## config.mk

```make
export PLATFORM = sky130hd
export DESIGN_NAME = encode_flat
export DESIGN_NICKNAME = d
export VERILOG_FILES = /design/src/rtl/encode_if.sv /design/src/rtl/encode.sv /design/src/flat_wrapper.sv
export SDC_FILE = /design/constraint.sdc
export NUM_CORES = 1
export LEC_CHECK = 0
export ABC_AREA = 1
export CORE_MARGIN = 2
export CORE_UTILIZATION = 40
export CTS_CLUSTER_SIZE = 8
export DETAILED_ROUTE_END_ITERATION = 10
export GPL_TIMING_DRIVEN = 0
export PLACE_DENSITY = 0.62
export RECOVER_POWER = 100
export SLEW_MARGIN = 20
export SYNTH_ARGS = -nofsm -noshare
export SYNTH_HDL_FRONTEND = slang
export SYNTH_SLANG_ARGS = --single-unit
```

## constraint.sdc

```tcl
create_clock -name clk -period 2.45 [get_ports clk]
set_input_delay 0.3675 -clock clk [delete_from_list [all_inputs] [get_ports clk]]
set_output_delay 0.3675 -clock clk [all_outputs]
set_load 0.01 [all_outputs]
```

## src/rtl/encode_if.sv

```systemverilog
// Handshake bundle between the frame encoder, the read FIFO and the uart_tx byte transmitter.
// Latency: none; wires only.
// Backpressure: tx_busy stalls byte issue, rfifo_empty stalls pops.
interface encode_if;
   logic       rd_done;
   logic       rfifo_empty;
   logic [7:0] rfifo_rd_data;
   logic       rfifo_rd_en;
   logic       tx_busy;
   logic       tx_trig;
   logic [7:0] tx_data;
   logic       tx_done;

   // encoder side
   modport slave (
      input  rd_done, rfifo_empty, rfifo_rd_data, tx_busy,
      output rfifo_rd_en, tx_trig, tx_data, tx_done
   );

   // environment side (read path, FIFO, uart_tx)
   modport master (
      output rd_done, rfifo_empty, rfifo_rd_data, tx_busy,
      input  rfifo_rd_en, tx_trig, tx_data, tx_done
   );
endinterface

```

## src/rtl/encode.sv

```systemverilog
// Transmit framer: on rd_done sends HEAD then BYTE_NUM bytes popped from the read FIFO to uart_tx.
// Latency: rd_done -> header tx_trig 1 cycle; busy low -> pop 1 cycle; pop -> tx_trig 2 cycles.
// Backpressure: waits on tx_busy per byte; holds in POP while the FIFO is empty; one start may queue.
module encode #(
   parameter int         BYTE_NUM = 4,
   parameter logic [7:0] HEAD     = 8'hAA
) (
   input  logic      clk,
   input  logic      rst_n,
   encode_if.slave   bus
);

   localparam logic [2:0] S_IDLE   = 3'd0;
   localparam logic [2:0] S_WAIT_H = 3'd1;
   localparam logic [2:0] S_WAIT_L = 3'd2;
   localparam logic [2:0] S_POP    = 3'd3;
   localparam logic [2:0] S_LOAD   = 3'd4;

   localparam logic [7:0] LAST_CNT = 8'(BYTE_NUM);

   logic [2:0] r_state;
   logic [7:0] r_cnt;
   logic       r_pend;
   logic       r_tx_trig;
   logic [7:0] r_tx_data;
   logic       r_tx_done;

   logic       w_start;
   logic       w_pop;

   assign w_start = bus.rd_done | r_pend;
   // Normal-mode FIFO: pop only in POP and never on an empty FIFO.
   assign w_pop   = (r_state == S_POP) & ~bus.rfifo_empty;

   assign bus.rfifo_rd_en = w_pop;
   assign bus.tx_trig     = r_tx_trig;
   assign bus.tx_data     = r_tx_data;
   assign bus.tx_done     = r_tx_done;

   // Start latch: remembers one rd_done seen while a frame is in flight.
   always_ff @(posedge clk or negedge rst_n) begin
      if (!rst_n) begin
         r_pend <= 1'b0;
      end else if (r_state != S_IDLE) begin
         if (bus.rd_done) r_pend <= 1'b1;
      end else if (w_start) begin
         r_pend <= 1'b0;
      end
   end

   // Frame sequencer: header, then per byte wait busy high/low, pop, load and trigger.
   always_ff @(posedge clk or negedge rst_n) begin
      if (!rst_n) begin
         r_state   <= S_IDLE;
         r_cnt     <= 8'd0;
         r_tx_trig <= 1'b0;
         r_tx_data <= 8'h00;
         r_tx_done <= 1'b0;
      end else begin
         r_tx_trig <= 1'b0;
         r_tx_done <= 1'b0;
         case (r_state)
            S_IDLE: begin
               if (w_start) begin
                  r_tx_data <= HEAD;
                  r_tx_trig <= 1'b1;
                  r_cnt     <= 8'd0;
                  r_state   <= S_WAIT_H;
               end
            end
            S_WAIT_H: begin
               if (bus.tx_busy) r_state <= S_WAIT_L;
            end
            S_WAIT_L: begin
               if (!bus.tx_busy) begin
                  if (r_cnt == LAST_CNT) begin
                     r_state   <= S_IDLE;
                     r_tx_done <= 1'b1;
                  end else begin
                     r_state <= S_POP;
                  end
               end
            end
            S_POP: begin
               if (!bus.rfifo_empty) r_state <= S_LOAD;
            end
            S_LOAD: begin
               r_tx_data <= bus.rfifo_rd_data;
               r_tx_trig <= 1'b1;
               r_cnt     <= r_cnt + 8'd1;
               r_state   <= S_WAIT_H;
            end
            default: begin
               r_state <= S_IDLE;
            end
         endcase
      end
   end

endmodule
```

## src/flat_wrapper.sv

```systemverilog
// flat-port wrapper written by rule: the top's interface ports become plain ports
module encode_flat 
#(
   parameter int         BYTE_NUM = 4,
   parameter logic [7:0] HEAD     = 8'hAA
)
  (clk, rst_n, bus_rd_done, bus_rfifo_empty, bus_rfifo_rd_data, bus_tx_busy, bus_rfifo_rd_en, bus_tx_trig, bus_tx_data, bus_tx_done);
  encode_if bus_i ();
  input  logic clk;
  input  logic rst_n;
  input wire logic [$bits(bus_i.rd_done)-1:0] bus_rd_done;
  input wire logic [$bits(bus_i.rfifo_empty)-1:0] bus_rfifo_empty;
  input wire logic [$bits(bus_i.rfifo_rd_data)-1:0] bus_rfifo_rd_data;
  input wire logic [$bits(bus_i.tx_busy)-1:0] bus_tx_busy;
  output wire logic [$bits(bus_i.rfifo_rd_en)-1:0] bus_rfifo_rd_en;
  output wire logic [$bits(bus_i.tx_trig)-1:0] bus_tx_trig;
  output wire logic [$bits(bus_i.tx_data)-1:0] bus_tx_data;
  output wire logic [$bits(bus_i.tx_done)-1:0] bus_tx_done;
  assign bus_i.rd_done = bus_rd_done;
  assign bus_i.rfifo_empty = bus_rfifo_empty;
  assign bus_i.rfifo_rd_data = bus_rfifo_rd_data;
  assign bus_i.tx_busy = bus_tx_busy;
  assign bus_rfifo_rd_en = bus_i.rfifo_rd_en;
  assign bus_tx_trig = bus_i.tx_trig;
  assign bus_tx_data = bus_i.tx_data;
  assign bus_tx_done = bus_i.tx_done;
  encode #(.BYTE_NUM(BYTE_NUM), .HEAD(HEAD)) u_core (.clk(clk), .rst_n(rst_n), .bus(bus_i));
endmodule
```

# Word level (Yosys, flattened, before mapping)
# Index checks and enable logic that the tools add are counted.
[totals] regBits=22 inputBits=13 output_inout_bits=11 elab_cells=45
[classes] n_addsub=1 n_eq_ne=10 mux=18 n_bitwise=3 reduce_logical=7
[op_table] op="one-hot mux 8 bit (2 select lines)" n=2
[op_table] op="two-way mux 8 bit" n=2
[op_table] op="one-hot mux 3 bit (5 select lines)" n=1
[op_table] op="two-way mux 3 bit" n=4
[op_table] op="adder 8 x 1 -> 8 bit (second input constant)" n=1
[op_table] op="equality test 8 x 3 -> 1 bit (second input constant)" n=1
[op_table] op="!= test 2 bit (second input constant)" n=4
[op_table] op="two-way mux 1 bit" n=7
[op_table] op="equality test 3 x 2 -> 1 bit (second input constant)" n=2
[op_table] op="AND reduction 2 bit" n=2
[op_table] op="AND reduction 4 bit" n=1
[op_table] op="nonzero test 2 bit" n=2
[op_table] op="equality test 3 x 1 -> 1 bit (second input constant)" n=1
[op_table] op="equality test 3 bit (second input constant)" n=1
[op_table] op="logical NOT 3 bit" n=1
[op_table] op="nonzero test 3 bit" n=1
[op_table] op="two-way mux 2 bit" n=1
[op_table] op="!= test 2 x 1 -> 1 bit (second input constant)" n=1
[op_table] op="one-hot mux 1 bit (2 select lines)" n=1
[op_table] op="bitwise AND 1 bit" n=1
[op_table] op="inverter 1 bit" n=1
[op_table] op="bitwise OR 1 bit" n=1

# Longest topological paths before layout
[depth] depth_word=4 ltp_mapped=7 depth_no_buf=7

# Least setup slack after synthesis
# OpenSTA, ideal clock, no wires.
[synth_timing] path_kind="reg-to-output" start="register u_core.r_state[2]" end="output bus_rfifo_rd_en" arrival_time_ns=0.887 required_ns=2.082 path_slack_ns=1.195 stages_incl_launch_ff=2 cell_sequence="dfrtp_1 -> nor4_1"
[synth_via] elab_chain_cells=2
[synth_rtl] element="start, declared" line="encode.sv:21" text="logic [2:0] r_state;"
[synth_rtl] element="start signal, assigned" line="encode.sv:54" text="r_state <= S_IDLE;"
[synth_rtl] element="start signal, assigned" line="encode.sv:68" text="r_state <= S_WAIT_H;"
[synth_rtl] element="start signal, assigned" line="encode.sv:72" text="if (bus.tx_busy) r_state <= S_WAIT_L;"
[synth_rtl] element="equality test 3 x 2 -> 1 bit" line="encode.sv:33" text="assign w_pop = (r_state == S_POP) & ~bus.rfifo_empty;"
[synth_rtl] element="bitwise AND 1 bit" line="encode.sv:33"
[synth_rtl] element="end, declared" line="flat_wrapper.sv:15" text="output wire logic [$bits(bus_i.rfifo_rd_en)-1:0] bus_rfifo_rd_en;"
# No other way between the ends.

# Worst setup path in the final report
[layout_timing] start="register u_core.r_state[0]" end="output bus_rfifo_rd_en"
# Same word-level chain as after synthesis.

==> impl_metrics.toml <==
[cts]
htreeDepth = 1
worstSkewPairLatency_ps = 310
post_cts_buffers = 0
worst_setup_hold_path_clk_slew_ps = 130
postCtsHoldBufs = 0
numClockSinks = 22
tritoncts = "yes"
ctsRootBufferMaster = "sky130_fd_sc_hd__clkbuf_4"
cts_inserted_buffers = 3
cts-root-to-sink-buffers = 2
post_cts.resized_instances = 0

[global_route]
grt_max_degree = 23
initial_antenna_violation_count = 0
grt_pass1_wl_um = 3850
gr-total-overflow = 0
track_usage_pct = 15.3
grt_pass1_vias = 895

[yosys]
yosysSeqAreaShare_pct = 50.8
synth-seq-cells = 22
postSynthNetCount = 144
post_synth_instance_area_sq_um = 1080
yosysWarningCount = 0
postSynthAreaPerCell_sq_um = 8.40
synth.distinct_cells = 20
syn-instance-count = 129

[route]
wire_per_inst_um = 11.9
highest_routed_layer = "met4"
drc_errors = 0
ant_nets = 0
route.met2.wl_um = 1020
dr.pass1.iters = 4
met3WireLength_um = 131
drt-total-wl_um = 2210
routedLengthMet1_um = 1040
initialDrtViolationCount = 11
viasPerCell = 5.04
num_vias = 937

[floorplan]
coreArea_sq_um = 2520
initial_core_util_pct = 43.0
total_die_area_sq_um = 3140
total_number_of_placement_rows = 18
die-height_um = 56.0
die_width_um = 56.0
ioPinCount = 24

[outcome]
outcome = "finished, final reports clean"

[run]
max_cap_violations = 0

[power_and_ir_drop]
power.internal_uw = 805
swShare_pct = 34.6
finalPower_uw = 1230
power.ir.vdd_worst_v = 0.000529
clockPowerShare_pct = 23.1
share_seq_of_total_power_pct = 41.2
power_density_nw_per_um2 = 894
comb_power_share_pct = 35.7
power_leakage_uw = 0.000675
netSwitchingPower_uw = 426

[worst_setup_path]
path_max_fanout = 5
timing_worst_setup_path_type = "flip-flop to output port"
max_stage_delay_ps = 640
crit_arrival_ps = 1730
critPathTopFamily = "buffers and inverters"
cp_cell_sequence = "inv_1 -> nor4_1 -> dlygate4sd3_1"
end_kind = "output port"
critical_path_buffer_and_inverter_count = 2
critical_path.slowest_cell = "sky130_fd_sc_hd__dlygate4sd3_1"
worstSetupStartpointType = "flip-flop"
worst_ep_required_time_ps = 2080

[final_layout]
sequential_cell_area_sq_um = 551
post_route_cells_drive_above_1_share_pct = 7.69
finish.cell_count_without_fillers = 186
area_growth_pct = 27.0
layout.nets = 172
multiInputGateArea_sq_um = 429
fill_cell_count = 251
number_of_antenna_repair_diodes = 0

[sta]
fin_worst_hold_slack_ps = 240
max_freq_ghz = 0.477
finalHoldViolCount = 0
rsz0062_at_grt = "false"
setup_total_negative_slack_ps = 0
final-setup-viol-count = 0
worst_clock_skew_ps = 5.59
drv_slew = 0
timing.max_slew.rel_slack_pct = 23.7
finalCritPeriodShare_pct = 85.5
transition_time_at_the_pin_with_the_least_slew_margin_ps = 1150
finalCriticalPeriod_ps = 2100

[min_path]
hold_class = "input port to async pin"

[place]
port_buffers = 23
dp_cells = 182
hpwlAfterDp_um = 1620
place.gp.congestion = 0.750
## final cells by class
cell class,instances,share of cell area (%)
clock buffers,3,1.64
plain buffers,2,1.09
flip-flops and latches,22,40.0
inverters,18,4.91
well taps,30,2.73
multi-input cells,87,31.2
clock inverters,1,2.18
repair buffers,23,16.3
## routing by layer
metal | vias to the layer above | GRT usage, %
li1 | 471 | -
met2 | 24 | 24.7
met3 | 2 | 3.02
met4 | 0 | 7.14
met1 | 440 | 19.6
met5 | - | 0
## flip-flops by register name, summed over array words and instances (netlist names)
| register | count |
|---|---|
| u_core.bus.tx_trig | 1 |
| u_core.bus.tx_data | 8 |
| u_core.r_pend | 1 |
| u_core.r_state | 3 |
| u_core.bus.tx_done | 1 |
| u_core.r_cnt | 8 |
## metrics by stage
| stage | worst slack (ps) | instance area (sq um) | util, % |
|---|---|---|---|
| finish | 354 | 1380 | 54.6 |
| global route | 264 | 1380 | 54.6 |
| global placement | 425 | 1350 | 53.6 |
| CTS | 362 | 1400 | 55.7 |
| floorplan | 1200 | 1080 | - |
| detailed placement | 420 | 1350 | 53.6 |
## synth_stat cells
master / count / share of area [%]
sky130_fd_sc_hd__buf_6: 2 / 2.1
sky130_fd_sc_hd__inv_2: 3 / 1.0
sky130_fd_sc_hd__o21ai_0: 8 / 3.7
sky130_fd_sc_hd__nor2_2: 1 / 0.58
sky130_fd_sc_hd__inv_1: 15 / 5.2
sky130_fd_sc_hd__a21oi_2: 1 / 0.81
sky130_fd_sc_hd__nor2_1: 5 / 1.7
sky130_fd_sc_hd__and2_1: 1 / 0.58
sky130_fd_sc_hd__nor3_1: 2 / 0.92
sky130_fd_sc_hd__o22a_2: 4 / 3.7
sky130_fd_sc_hd__nand4_1: 4 / 2.3
sky130_fd_sc_hd__nor4_1: 2 / 1.2
sky130_fd_sc_hd__nand2_1: 39 / 14
sky130_fd_sc_hd__nand2_2: 1 / 0.58
sky130_fd_sc_hd__nand3_1: 11 / 5.1
sky130_fd_sc_hd__a21oi_1: 2 / 0.92
sky130_fd_sc_hd__o21bai_1: 2 / 1.4
sky130_fd_sc_hd__dfrtp_1: 22 / 51
sky130_fd_sc_hd__ha_1: 2 / 2.3
sky130_fd_sc_hd__o21ai_2: 2 / 1.6
## worst reg2reg max path: cells and delay by family, from the launching register on
| family | cells | cell delay (ps) |
|---|---|---|
| and+or+nand+nor | 1 | 300 |
| AOI/OAI and AO/OA | 2 | 320 |
| buffers and inverters | 2 | 500 |
| DFF | 1 | 460 |
## path summary, 6_finish.rpt
check / to / start / cells past startpoint / slack, ps
setup / recovery: bus_rfifo_rd_en / u_core.r_state[0] / 3 / 350
hold / removal: u_core.r_cnt[7] / rst_n / 1 / 240
setup reg to reg: u_core.r_cnt[5] / u_core.r_state[0] / 5 / 770
hold reg to reg: u_core.bus.tx_data[0] / u_core.bus.tx_data[0] / 2 / 480
max in group asynchronous: u_core.r_cnt[0] / rst_n / 1 / 1530
min in group clk: u_core.bus.tx_data[0] / u_core.bus.tx_data[0] / 2 / 480
## cell families (layout without fill, tap and decap cells)
| kind of cell | after synthesis | in the layout | synth area share (%) |
|---|---|---|---|
| compound gates | 19 | 19 | 12.1 |
| buf+inv | 20 | 47 | 8.31 |
| simple gates | 66 | 66 | 26.4 |
| fa+ha+maj | 2 | 2 | 2.31 |
| flops | 22 | 22 | 50.8 |
## cell usage in the layout, fill, tap and decap left out
| cell | netlist | layout |
|---|---|---|
| sky130_fd_sc_hd__a21oi_1 | 2 | 3 |
| sky130_fd_sc_hd__and2_1 | 1 | 1 |
| sky130_fd_sc_hd__buf_6 | 2 | 1 |
| sky130_fd_sc_hd__bufinv_16 | 0 | 1 |
| sky130_fd_sc_hd__clkbuf_1 | 0 | 2 |
| sky130_fd_sc_hd__clkbuf_4 | 0 | 3 |
| sky130_fd_sc_hd__clkdlybuf4s50_1 | 0 | 11 |
| sky130_fd_sc_hd__clkinv_1 | 0 | 1 |
| sky130_fd_sc_hd__dfrtp_1 | 22 | 22 |
| sky130_fd_sc_hd__dlygate4sd3_1 | 0 | 11 |
| sky130_fd_sc_hd__ha_1 | 2 | 2 |
| sky130_fd_sc_hd__inv_1 | 15 | 15 |
| sky130_fd_sc_hd__inv_2 | 3 | 2 |
| sky130_fd_sc_hd__nand2_1 | 39 | 39 |
| sky130_fd_sc_hd__nand2_2 | 1 | 1 |
| sky130_fd_sc_hd__nand3_1 | 11 | 11 |
| sky130_fd_sc_hd__nand4_1 | 4 | 4 |
| sky130_fd_sc_hd__nor2_1 | 5 | 6 |
| sky130_fd_sc_hd__nor3_1 | 2 | 2 |
| sky130_fd_sc_hd__nor4_1 | 2 | 2 |
| sky130_fd_sc_hd__o21ai_0 | 8 | 10 |
| sky130_fd_sc_hd__o21bai_1 | 2 | 2 |
| sky130_fd_sc_hd__o22a_2 | 4 | 4 |
## power by group through the flow
stage	registers, uW	clock network, uW	logic, uW
6_report	507	284	439
5_1_grt	519	306	504
4_1_cts	513	296	500
3_5_place_dp	520	0	501
3_3_place_gp	517	0	491
2_1_floorplan	536	0	274
Power figures use the tool's default switching activity.
